<file path="config.mk">
export PLATFORM = sky130hd
export DESIGN_NAME = fetch_unit
export DESIGN_NICKNAME = d
export VERILOG_FILES = /design/src/rtl/fetch_unit.sv
export SDC_FILE = /design/constraint.sdc
export NUM_CORES = 1
export LEC_CHECK = 0
export ABC_AREA = 1
export ABC_CLOCK_PERIOD_IN_PS = 5000
export BUFFER_PORTS_ARGS = -buffer_cell sky130_fd_sc_hd__buf_2
export CAP_MARGIN = 20
export CORE_MARGIN = 2
export CORE_UTILIZATION = 53
export CTS_CLUSTER_SIZE = 20
export DETAILED_ROUTE_END_ITERATION = 7
export GPL_TIMING_DRIVEN = 0
export PLACE_DENSITY = 0.87
export SYNTH_ARGS = -nofsm -noshare
export SYNTH_HDL_FRONTEND = slang
export SYNTH_SLANG_ARGS = --single-unit
</file>
<file path="constraint.sdc">
create_clock -name clk -period 5 [get_ports clk]
set_input_delay 1 -clock clk [delete_from_list [all_inputs] [get_ports clk]]
set_output_delay 1 -clock clk [all_outputs]
set_load 0.005 [all_outputs]
</file>
<file path="src/rtl/fetch_unit.sv">
// Instruction-fetch stage: credit-limited request issue, in-order response capture,
// a DEPTH-entry prefetch queue toward decode, and redirect with stale-response dropping.
module fetch_unit #(
    parameter int              XLEN     = 32,
    parameter int              DEPTH    = 4,
    parameter logic [XLEN-1:0] RESET_PC = '0
) (
    input  logic            clk,
    input  logic            rst,
    output logic            imem_req_valid_o,
    input  logic            imem_req_ready_i,
    output logic [XLEN-1:0] imem_addr_o,
    input  logic            imem_rsp_valid_i,
    input  logic [31:0]     imem_rsp_data_i,
    input  logic            redirect_i,
    input  logic [XLEN-1:0] redirect_pc_i,
    output logic            instr_valid_o,
    input  logic            instr_ready_i,
    output logic [31:0]     instr_o,
    output logic [XLEN-1:0] pc_o,
    output logic [XLEN-1:0] pc_incr_o
);

    localparam int AW = $clog2(DEPTH);
    localparam int CW = AW + 1;
    localparam logic [CW:0]   DEPTH_EXT = (CW + 1)'(DEPTH);
    localparam logic [CW-1:0] DEPTH_CNT = CW'(DEPTH);

    logic [XLEN-1:0] fetch_pc;
    logic [XLEN-1:0] rsp_pc;
    logic [CW-1:0]   count;
    logic [CW-1:0]   outstanding;
    logic [CW-1:0]   drop_cnt;
    logic [AW-1:0]   wr_ptr;
    logic [AW-1:0]   rd_ptr;
    logic [31:0]     instr_mem [DEPTH];
    logic [XLEN-1:0] pc_mem    [DEPTH];

    logic            fire;
    logic            rsp;
    logic            push;
    logic            pop;
    logic [CW:0]     credits;
    logic [XLEN-1:0] redirect_target;

    // Queued plus in-flight fetches may never exceed DEPTH, so a response always has a slot.
    always_comb begin
        credits          = {1'b0, count} + {1'b0, outstanding};
        imem_req_valid_o = !rst && !redirect_i && (credits < DEPTH_EXT);
        fire             = imem_req_valid_o && imem_req_ready_i;
        rsp              = imem_rsp_valid_i && !rst;
        push             = rsp && !redirect_i && (drop_cnt == '0);
        instr_valid_o    = !rst && !redirect_i && (count != '0);
        pop              = instr_valid_o && instr_ready_i;
        redirect_target  = redirect_pc_i & ~(XLEN'(3));
    end

    assign imem_addr_o = fetch_pc;
    assign instr_o     = instr_mem[rd_ptr];
    assign pc_o        = pc_mem[rd_ptr];
    assign pc_incr_o   = pc_o + XLEN'(4);

    // Redirect flushes the queue and turns every remaining in-flight fetch into a drop.
    always_ff @(posedge clk) begin
        if (rst) begin
            fetch_pc    <= RESET_PC;
            rsp_pc      <= RESET_PC;
            count       <= '0;
            outstanding <= '0;
            drop_cnt    <= '0;
            wr_ptr      <= '0;
            rd_ptr      <= '0;
        end else if (redirect_i) begin
            fetch_pc    <= redirect_target;
            rsp_pc      <= redirect_target;
            count       <= '0;
            wr_ptr      <= '0;
            rd_ptr      <= '0;
            outstanding <= outstanding - CW'(rsp);
            drop_cnt    <= outstanding - CW'(rsp);
        end else begin
            if (fire) begin
                fetch_pc <= fetch_pc + XLEN'(4);
            end
            outstanding <= outstanding + CW'(fire) - CW'(rsp);
            if (rsp && (drop_cnt != '0)) begin
                drop_cnt <= drop_cnt - CW'(1);
            end
            if (push) begin
                rsp_pc <= rsp_pc + XLEN'(4);
                wr_ptr <= wr_ptr + AW'(1);
            end
            if (pop) begin
                rd_ptr <= rd_ptr + AW'(1);
            end
            count <= count + CW'(push) - CW'(pop);
        end
    end

    always_ff @(posedge clk) begin
        if (push) begin
            instr_mem[wr_ptr] <= imem_rsp_data_i;
            pc_mem[wr_ptr]    <= rsp_pc;
        end
    end

    // The credit rule makes these impossible with a well-behaved memory.
    always_ff @(posedge clk) begin
        if (!rst && push) begin
            assert (count != DEPTH_CNT);
        end
        if (!rst && rsp) begin
            assert (outstanding != '0);
        end
    end

endmodule

</file>
==> impl_metrics.tcl, run 1 <==
set metrics [dict create \
    placedCellCount 2381 \
    arrival_ns 2.98 \
    cts-buffers-inserted 34 \
    gp_routability_congestion 0.988 \
    finalNetCount 2116 \
    via_count 13900 \
    ys_warn_count 0 \
    max_slew_margin 0.424 \
    dp_hpwl_mm 31.2 \
    drc 0 \
    grt_pass1_wl_mm 68.1 \
    post-cts-setup-buffers 0 \
    grt_max_degree 29 \
    htree_levels 2 \
    multi_input_area_um2 5830 \
    dieArea_um2 31000 \
    detail-route-antenna-nets 0 \
    synthArstFlopShare 0 \
    synth.avg_cell_area_um2 8.79 \
    cts_tree "built" \
    regArea_um2 8950 \
    final_max_slew_viol_count 0 \
    avgViaCountPerCell 5.68 \
    min_period_over_period 0.795 \
    worstPathRequired_ns 4.00 \
    rows 63 \
    synth-edff-count 248 \
    finish.utilization 0.631 \
    drive_above_1_share 0.162 \
    first_iter_violations 1732 \
    ys_top_cells_by_area "edfxtp_1, nand2_1, dfxtp_1" \
    fin_setup_tns_ns 0 \
    min_from "rd_ptr[0]" \
    ff2ff_setup_slack_ns 2.03 \
    antenna_found_initial 2 \
    netlist.area_leader.share 0.474 \
    status "finished, final reports clean" \
    fin_cells 2443 \
    clk_pin_slew_ns 0.06 \
    critPathKind "register to primary output" \
    overflow 0 \
    fillers 2288 \
    worst_setup_path_end_kind "primary output" \
    cts.sinks 323 \
    worst_slew_pin_slew_ns 0.864 \
    root_buffer "clkbuf_16" \
    synthFlopType "edfxtp_1" \
    cp-start-kind "register" \
    period_needed_ns 3.98 \
    crit_fanout 10 \
    io_pins 200 \
    clock_skew_ns 0.0297 \
    grt_pass1_vias 13000 \
    reg2reg_to "count[2]" \
    postCtsHoldBufs 0 \
    drv_cap 0 \
    yosysSeqAreaShare 0.569 \
    routed_wl_mm 44.9 \
    hold_viol_final 0 \
    r2r_cells 12 \
    die_w_um 176 \
    drt_pass1_iterations 8 \
    port_buffers 190 \
    syn-cell-area_um2 15700 \
    powerDensity_nw_per_um2 324 \
    fmax_ghz 0.252 \
    wire_per_inst_um 18.4 \
    reg2reg_from "drop_cnt[0]" \
    clock_path_buffers 3 \
    hp-class "register to register" \
    p_total_w 0.00601 \
    rsz0062_at_grt "no" \
    synth_top_area_cell "edfxtp_1" \
    area_growth_pct 18.1 \
    leakagePower_nw 7.52 \
    vdd_drop_max_v 0.000229 \
    setup_viol 0 \
    whs_path_depth 1 \
    fin_hold_ws_ns 0.476 \
    start_util 0.534 \
    insertion_delay_ns 0.55 \
    chipHeight_um 176 \
    yosys_register_bits 323 \
    synth.distinct_cells 41 \
    grtUsageTotal 0.282 \
    postSynthCellCount 1788 \
    cts_resized 0 \
    core_area_um2 29400 \
]
[report_power, final]
group / internal [W] / leakage, nW / switching, W
clock network: 0.00154 / 0.561 / 0.00109
registers: 0.00295 / 2.90 / 0.0000728
logic: 0.000131 / 4.06 / 0.000231
[cells in the final DEF, fill, tap and decap left out, types with 3 or more instances in the layout]
cell type  synthesis  final
nor2_1           197    193
nand2_2           17     17
buf_12             0      6
bufinv_16          0      5
xnor2_1            5      5
a21oi_1           58     58
nand2_1          532    532
nor2_2             8      8
ha_1              17     17
a31oi_1           12     12
inv_1            142    142
buf_6              9      9
edfxtp_1         248    248
clkinv_16          0      3
nor3_1            19     19
nand4_1           14     14
buf_2             20    210
clkinv_2           0      3
or2_2              7      7
nor2_4             6     10
o211ai_1          12     12
clkbuf_1          37     45
clkbuf_16          0     34
buf_4             10     10
inv_2              3      3
dfxtp_1           75     75
nand3_1          139    139
conb_1             1      6
o21ai_0          124    124
clkinv_1           0      4
xor2_1            22     22
o22ai_1           36     36
[worst max-delay path by stage]
stage | from | end | slack (ns) | cells after the start
after floorplan | rst | instr_mem[0][0] | 0.29 | 5
after global routing | register | pc_incr_o[30] | 0.84 | 15
after global placement | imem_rsp_valid_i | instr_mem[3][8] | -1.94 | 6
after detailed placement | imem_rsp_valid_i | pc_mem[3][4] | 1.54 | 8
final | register | pc_incr_o[20] | 1.02 | 14
after CTS | register | pc_incr_o[20] | 1.00 | 14
[layer usage]
layer / part of all wire / routed length (µm) / vias to the layer above / track usage
li1: - / - / 6449 / -
met1: 0.38 / 17000 / 6384 / 0.375
met2: 0.47 / 21200 / 914 / 0.462
met3: 0.11 / 5150 / 137 / 0.0439
met4: 0.034 / 1540 / 0 / 0.118
met5: 0 / 0 / - / 0
[registers in the layout, indices dropped and copies added (netlist names), named ones only]
signal	cells
wr_ptr	2
rd_ptr	2
count	3
outstanding	3
pc_mem	120
imem_addr_o	30
rsp_pc	30
instr_mem	128
drop_cnt	3
[kinds of logic after synthesis]
| family | synth area share |
|---|---|
| adders and majority gates | 0.0161 |
| and+or+nand+nor | 0.249 |
| other | 0.000239 |
| AOI/OAI and AO/OA | 0.0874 |
| buffers and inverters | 0.0627 |
| DFF | 0.569 |
| xor gates and xnor gates | 0.0150 |
[synthesized netlist by cell type, types with 19 or more instances]
| cell | number |
|---|---|
| a21oi_1 | 58 |
| buf_2 | 20 |
| clkbuf_1 | 37 |
| dfxtp_1 | 75 |
| edfxtp_1 | 248 |
| inv_1 | 142 |
| nand2_1 | 532 |
| nand3_1 | 139 |
| nor2_1 | 197 |
| nor3_1 | 19 |
| o21ai_0 | 124 |
| o22ai_1 | 36 |
| xor2_1 | 22 |
[layout make-up]
| class | instances | area share |
|---|---|---|
| antenna | 2 | 0.000270 |
| buffer | 77 | 0.0232 |
| clock buffer | 42 | 0.0475 |
| clock inverter | 18 | 0.0159 |
| inverter | 146 | 0.0299 |
| multi-input combinational | 1247 | 0.314 |
| sequential | 323 | 0.482 |
| tap | 390 | 0.0263 |
| timing repair buffer | 198 | 0.0607 |
[critical path: stages, from the launching register on]
cell and delay (ns):
dfxtp_1 0.40, inv_2 0.14, buf_2 0.27, a21oi_1 0.06, o21ai_1 0.10, nand2_2 0.12, inv_1 0.13, ha_1 0.22
nand3_2 0.11, nor2_4 0.18, nand2_1 0.14, nor2_2 0.19, nand2_1 0.09, xor2_1 0.15, buf_2 0.13
[stage by stage]
| step | area, µm² | setup WS [ns] |
|---|---|---|
| 6_report | 18600 | 1.02 |
| 5_1_grt | 18600 | 0.845 |
| 4_1_cts | 18600 | 1.00 |
| 3_5_place_dp | 17400 | 1.54 |
| 3_3_place_gp | 17200 | -1.94 |
| 2_1_floorplan | 15700 | 0.294 |
Power figures use the tool's default switching activity.
==> inputs of run 2 (changes only) <==
--- a/config.mk
+++ b/config.mk
@@ -6,7 +6,7 @@
 export NUM_CORES = 1
 export LEC_CHECK = 0
 export ABC_AREA = 1
-export ABC_CLOCK_PERIOD_IN_PS = 5000
+export ABC_CLOCK_PERIOD_IN_PS = 3590
 export BUFFER_PORTS_ARGS = -buffer_cell sky130_fd_sc_hd__buf_2
 export CAP_MARGIN = 20
 export CORE_MARGIN = 2
==> constraint.sdc (replaced) <==
create_clock -name clk -period 3.59 [get_ports clk]
set_input_delay 0.718 -clock clk [delete_from_list [all_inputs] [get_ports clk]]
set_output_delay 0.718 -clock clk [all_outputs]
set_load 0.005 [all_outputs]
==> run 2 against run 1 <==
First-iteration DRC count up 2.4%; cell count up 0.16%; largest cell class unchanged; worst setup slack worse by 0.88 ns; count of clock-buffer cells in the layout unchanged; sequential power up 39%; combinational power up 40%; global-route usage about the same; utilization up 0.19 points; final area up 0.30%; sequential share of layout area down 0.15 points; routed wire length about the same; die area unchanged.
==> impl_metrics.tcl, run 2 (synthesis results as in run 1) <==
set metrics [dict create \
    fin_setup_tns_ns 0 \
    avgViaCountPerCell 5.69 \
    crit_path_max_incr_delay_ns 0.51 \
    cp_cell_sequence "buf_4, a21oi_1, o21ai_1, nand2_2, inv_2, ha_2, nand3_2, nor2_4, nand2_2, nor2_4, nand2_1, xor2_1, buf_2" \
    arrival_ns 2.73 \
    worst_slew_pin_slew_ns 0.864 \
    antenna_found_initial 2 \
    powerDensity_nw_per_um2 450 \
    port_buffers 190 \
    grt_pass1_vias 13000 \
    path_depth 13 \
    combPwrFrac 0.060 \
    path_delay_family "simple AND/OR/NAND/NOR gates" \
    core_area_um2 29400 \
    drive_above_1_share 0.167 \
    insertion_delay_ns 0.55 \
    grt_pass1_wl_mm 68.1 \
    drv_cap 0 \
    whs_path_depth 1 \
    setup_viol 0 \
    rows 63 \
    hp-class "input pin to register" \
    root_buffer "clkbuf_16" \
    finish.utilization 0.633 \
    grt_max_degree 29 \
    worstPathRequired_ns 2.87 \
    multi_input_area_um2 5850 \
    post-place-ws_ns 0.414 \
    status "finished, final reports clean" \
    placed_cell_area_um2 17400 \
    switchingPower_w 0.00193 \
    via_count 13900 \
    die_w_um 176 \
    reg2reg_from "drop_cnt[0]" \
    top_regs "instr_mem x128, pc_mem x120" \
    period_needed_ns 3.45 \
    dp_hpwl_mm 31.2 \
    cts.sinks 323 \
    min_period_over_period 0.961 \
    clock_path_buffers 3 \
    worst_setup_path_end_kind "primary output" \
    vdd_drop_max_v 0.000317 \
    dieArea_um2 31000 \
    io_pins 200 \
    fin_cells 2447 \
    drc 0 \
    pwr-share-clk 0.437 \
    min_from "imem_rsp_data_i[14]" \
    regArea_um2 8950 \
    p_sw_frac 0.230 \
    cp_slowest_cell "dfxtp_1" \
    r2r_cells 12 \
    cp_num_buf_inv 3 \
    finalNetCount 2120 \
    crit_fanout 10 \
    layout_commonest_cell "nand2_1" \
    layout_common_cells "nand2_1, edfxtp_1, buf_2" \
    p_seq_frac 0.503 \
    hold_viol_final 0 \
    drt_pass1_iterations 6 \
    max_slew_margin 0.424 \
    cp-start-kind "register" \
    htree_levels 2 \
    chipHeight_um 176 \
    start_util 0.534 \
    clock_skew_ns 0.0294 \
    postCtsHoldBufs 0 \
    placedCellCount 2381 \
    overflow 0 \
    leakagePower_nw 7.55 \
    first_iter_violations 1774 \
    regMostFlops "instr_mem" \
    fillers 2287 \
    critPathKind "register to primary output" \
    p_int_w 0.00644 \
    fmax_ghz 0.290 \
    hold_end "instr_mem[1][14]" \
    final_max_slew_viol_count 0 \
    area_growth_pct 18.5 \
    final_cell_area_um2 18600 \
    cts-buffers-inserted 34 \
    detail-route-antenna-nets 0 \
    grtUsageTotal 0.282 \
    clk_pin_slew_ns 0.06 \
    gp_routability_congestion 0.988 \
    reg2reg_to "count[2]" \
    wire_per_inst_um 18.3 \
    cts_tree "built" \
    setup_ws_ns 0.139 \
    largest_reg_flops 128 \
    ff2ff_setup_slack_ns 0.61 \
    routed_wl_mm 44.9 \
]
run 2: how the worst max path moves through the flow:
stage / startpoint / to / slack [ns]
3_5_place_dp: imem_rsp_valid_i / pc_mem[3][4] / 0.41
4_1_cts: register / pc_incr_o[18] / -0.003
3_3_place_gp: imem_rsp_valid_i / instr_mem[3][8] / -3.06
5_1_grt: register / pc_incr_o[20] / -0.005
6_report: register / pc_incr_o[20] / 0.14
2_1_floorplan: rst / instr_mem[0][0] / -0.83
run 2: power by group through the flow:
stage	registers, W	clock network, W	logic [W]
4_1_cts	0.00420	0.00368	0.000495
5_1_grt	0.00422	0.00383	0.000555
6_report	0.00421	0.00366	0.000505
2_1_floorplan	0.00425	0	0.000279
3_3_place_gp	0.00428	0	0.000459
3_5_place_dp	0.00428	0	0.000485
run 2: metrics by stage:
stage / total power (W) / hold WS [ns]
4_1_cts: 0.00838 / 0.375
3_5_place_dp: 0.00477 / 0.475
5_1_grt: 0.00860 / 0.372
3_3_place_gp: 0.00474 / 0.451
2_1_floorplan: 0.00453 / 0.436
6_report: 0.00837 / 0.389
run 2: per-layer routing:
metal  vias up  global-route usage  share of wire
li1       6471                   -              -
met1      6383               0.375           0.39
met4         0               0.118          0.033
met5         -                   0              0
met2       940               0.463           0.47
met3       129              0.0429           0.11
run 2: timing repair:
| item | CTS | global route |
|---|---|---|
| resized for setup | 4 | 7 |
| pin swaps | 1 | 2 |
| setup buffers | 2 | 2 |
| setup endpoints to repair | 9 | 13 |
run 2: worst register-to-register path, delay by kind of cell, from the launching register on:
family | cells | cell delay (ns)
adders and majority gates | 4 | 1.16
and+or+nand+nor | 3 | 0.58
buffers and inverters | 3 | 0.56
DFF | 1 | 0.31
AOI/OAI and AO/OA | 2 | 0.24
run 2: area by class of cell:
type                       count  area share
tap                          390      0.0262
sequential                   323       0.481
inverter                     146      0.0298
clock inverter                18      0.0159
antenna                        2    0.000269
multi-input combinational   1247       0.314
timing repair buffer         202      0.0621
clock buffer                  42      0.0473
buffer                        77      0.0233
==> inputs of run 3 (changes only) <==
--- a/config.mk
+++ b/config.mk
@@ -14,6 +14,7 @@
 export CTS_CLUSTER_SIZE = 20
 export DETAILED_ROUTE_END_ITERATION = 7
 export GPL_TIMING_DRIVEN = 0
+export MAX_ROUTING_LAYER = met4
 export PLACE_DENSITY = 0.87
 export SYNTH_ARGS = -nofsm -noshare
 export SYNTH_HDL_FRONTEND = slang
==> run 3 against run 2 <==
Via count increased by 0.12%; global-route usage rose by 1.7 points; combinational power down 1%; clock skew decreased by 0.013 ns; final area fell by 0.64%; fmax about the same; routed wire length is 1.6% higher; die area stayed put; total power shrank 3.1%; flip-flop and latch count unchanged; largest cell class unchanged; highest routed layer unchanged.
==> impl_metrics.tcl, run 3 (synthesis results as in run 1) <==
set metrics [dict create \
    worstPathRequired_ns 2.87 \
    first_iter_violations 1568 \
    detail-route-antenna-nets 0 \
    avgViaCountPerCell 5.71 \
    dieArea_um2 31000 \
    crit_fanout 10 \
    dp_hpwl_mm 31.8 \
    fmax_ghz 0.290 \
    gp_routability_congestion 0.981 \
    crit_path_max_incr_delay_ns 0.50 \
    layout_commonest_cell "nand2_1" \
    largest_reg_flops 128 \
    path_delay_family "simple AND/OR/NAND/NOR gates" \
    wire_per_inst_um 18.7 \
    postCtsHoldBufs 0 \
    rsz0062_at_grt "no" \
    leakagePower_nw 7.49 \
    vdd_drop_max_v 0.000285 \
    io_pins 200 \
    cts-buffers-inserted 34 \
    fin_cells 2443 \
    grtUsageTotal 0.298 \
    worst_setup_path_end_kind "primary output" \
    root_buffer "clkbuf_16" \
    clk_pin_slew_ns 0.06 \
    antenna_found_initial 0 \
    arrival_ns 2.73 \
    drc 0 \
    ff2ff_setup_slack_ns 0.59 \
    period_needed_ns 3.45 \
    finalNetCount 2119 \
    area_growth_pct 17.7 \
    cp_common_cell "nand2_1" \
    via_count 13900 \
    clock_path_buffers 3 \
    drive_above_1_share 0.166 \
    start_util 0.534 \
    max_slew_margin 0.426 \
    cp_num_buf_inv 2 \
    core_area_um2 29400 \
    cts_tree "built" \
    placedCellCount 2381 \
    clock_skew_ns 0.0159 \
    cp-start-kind "register" \
    grt_pass1_wl_mm 70.1 \
    rows 63 \
    grt_pass1_vias 13300 \
    cp_cell_sequence "buf_2, nand2_1, nand2_1, ha_2, nand3_2, nor2_4, nand2_2, nor2_4, nand2_1, xor2_1, buf_2" \
    grt_max_degree 30 \
    die_w_um 176 \
    status "finished, final reports clean" \
    placed_cell_area_um2 17400 \
    overflow 0 \
    hold_viol_final 0 \
    powerDensity_nw_per_um2 438 \
    drv_cap 0 \
    htree_levels 2 \
    fillers 2333 \
    top_regs "instr_mem x128, pc_mem x120" \
    insertion_delay_ns 0.52 \
    final_max_slew_viol_count 0 \
    cts.sinks 323 \
    final_cell_area_um2 18500 \
    worst_slew_pin_slew_ns 0.862 \
    routed_wl_mm 45.6 \
    fin_setup_tns_ns 0 \
    chipHeight_um 176 \
    cp_slowest_cell "dfxtp_1" \
    setup_viol 0 \
    regMostFlops "instr_mem" \
    min_period_over_period 0.960 \
    drt_pass1_iterations 6 \
    port_buffers 190 \
    layout_common_cells "nand2_1, edfxtp_1, buf_2" \
    hp-class "input pin to register" \
    critPathKind "register to primary output" \
]
==> run 3: what timing repair did <==
item                                   4_1_cts  5_1_grt
setup buffers                                2        1
endpoints found under the hold margin        0        0
setup endpoints to repair                    9       13
pin swaps                                    1        3
resized for setup                            4        9
==> run 3: worst paths after layout <==
check,startpoint,to,cells after the start
min,imem_rsp_data_i[21],instr_mem[2][21],1
max,register,pc_incr_o[20],11
max reg2reg,drop_cnt[0],instr_mem[3][13],9
min reg2reg,rd_ptr[1],register,2
==> run 3: worst reg2reg max path, stage by stage (launching register included) <==
cell and delay (ns):
dfxtp_1 0.31, inv_1 0.09, ha_1 0.15, nand2_1 0.07, nor2_1 0.25, nand2_1 0.21, clkbuf_1 0.41, nor2_4 0.72
buf_12 0.28, buf_16 0.21
==> run 3: per-stage QoR <==
| stage | setup slack [ns] | utilization | hold WS (ns) | total power (W) |
|---|---|---|---|---|
| after floorplan | -0.834 | - | 0.436 | 0.00453 |
| after global placement | -3.04 | 0.584 | 0.454 | 0.00474 |
| after detailed placement | 0.287 | 0.591 | 0.464 | 0.00477 |
| after CTS | -0.000108 | 0.628 | 0.386 | 0.00811 |
| after global routing | 0.00523 | 0.629 | 0.389 | 0.00833 |
| final | 0.142 | 0.629 | 0.397 | 0.00811 |
==> run 3: power breakdown <==
group          total (W)  leakage, nW  switching, W  internal (W)
logic           0.000500         4.08      0.000319      0.000181
clock network    0.00340        0.512       0.00146       0.00193
registers        0.00421         2.90      0.000103       0.00411
total            0.00811         7.49       0.00189       0.00622
==> run 3: layout make-up <==
type	instances	area [µm²]	area share
diodes	1	2.50	0.000135
plain buffers	77	438	0.0237
clock buffers	41	887	0.0480
clock inverters	17	180	0.00974
inverters	146	556	0.0300
multi-input cells	1247	5850	0.317
flip-flops and latches	323	8950	0.484
well taps	390	488	0.0264
repair buffers	201	1140	0.0617
==> run 3: routing by layer <==
layer  global-route usage  up-vias  wire, µm
met5                    -        -         0
met3               0.0394      142      4740
met1                0.380     6442     17400
met2                0.483      879     21700
met4                0.126        0      1770
li1                     -     6477         -
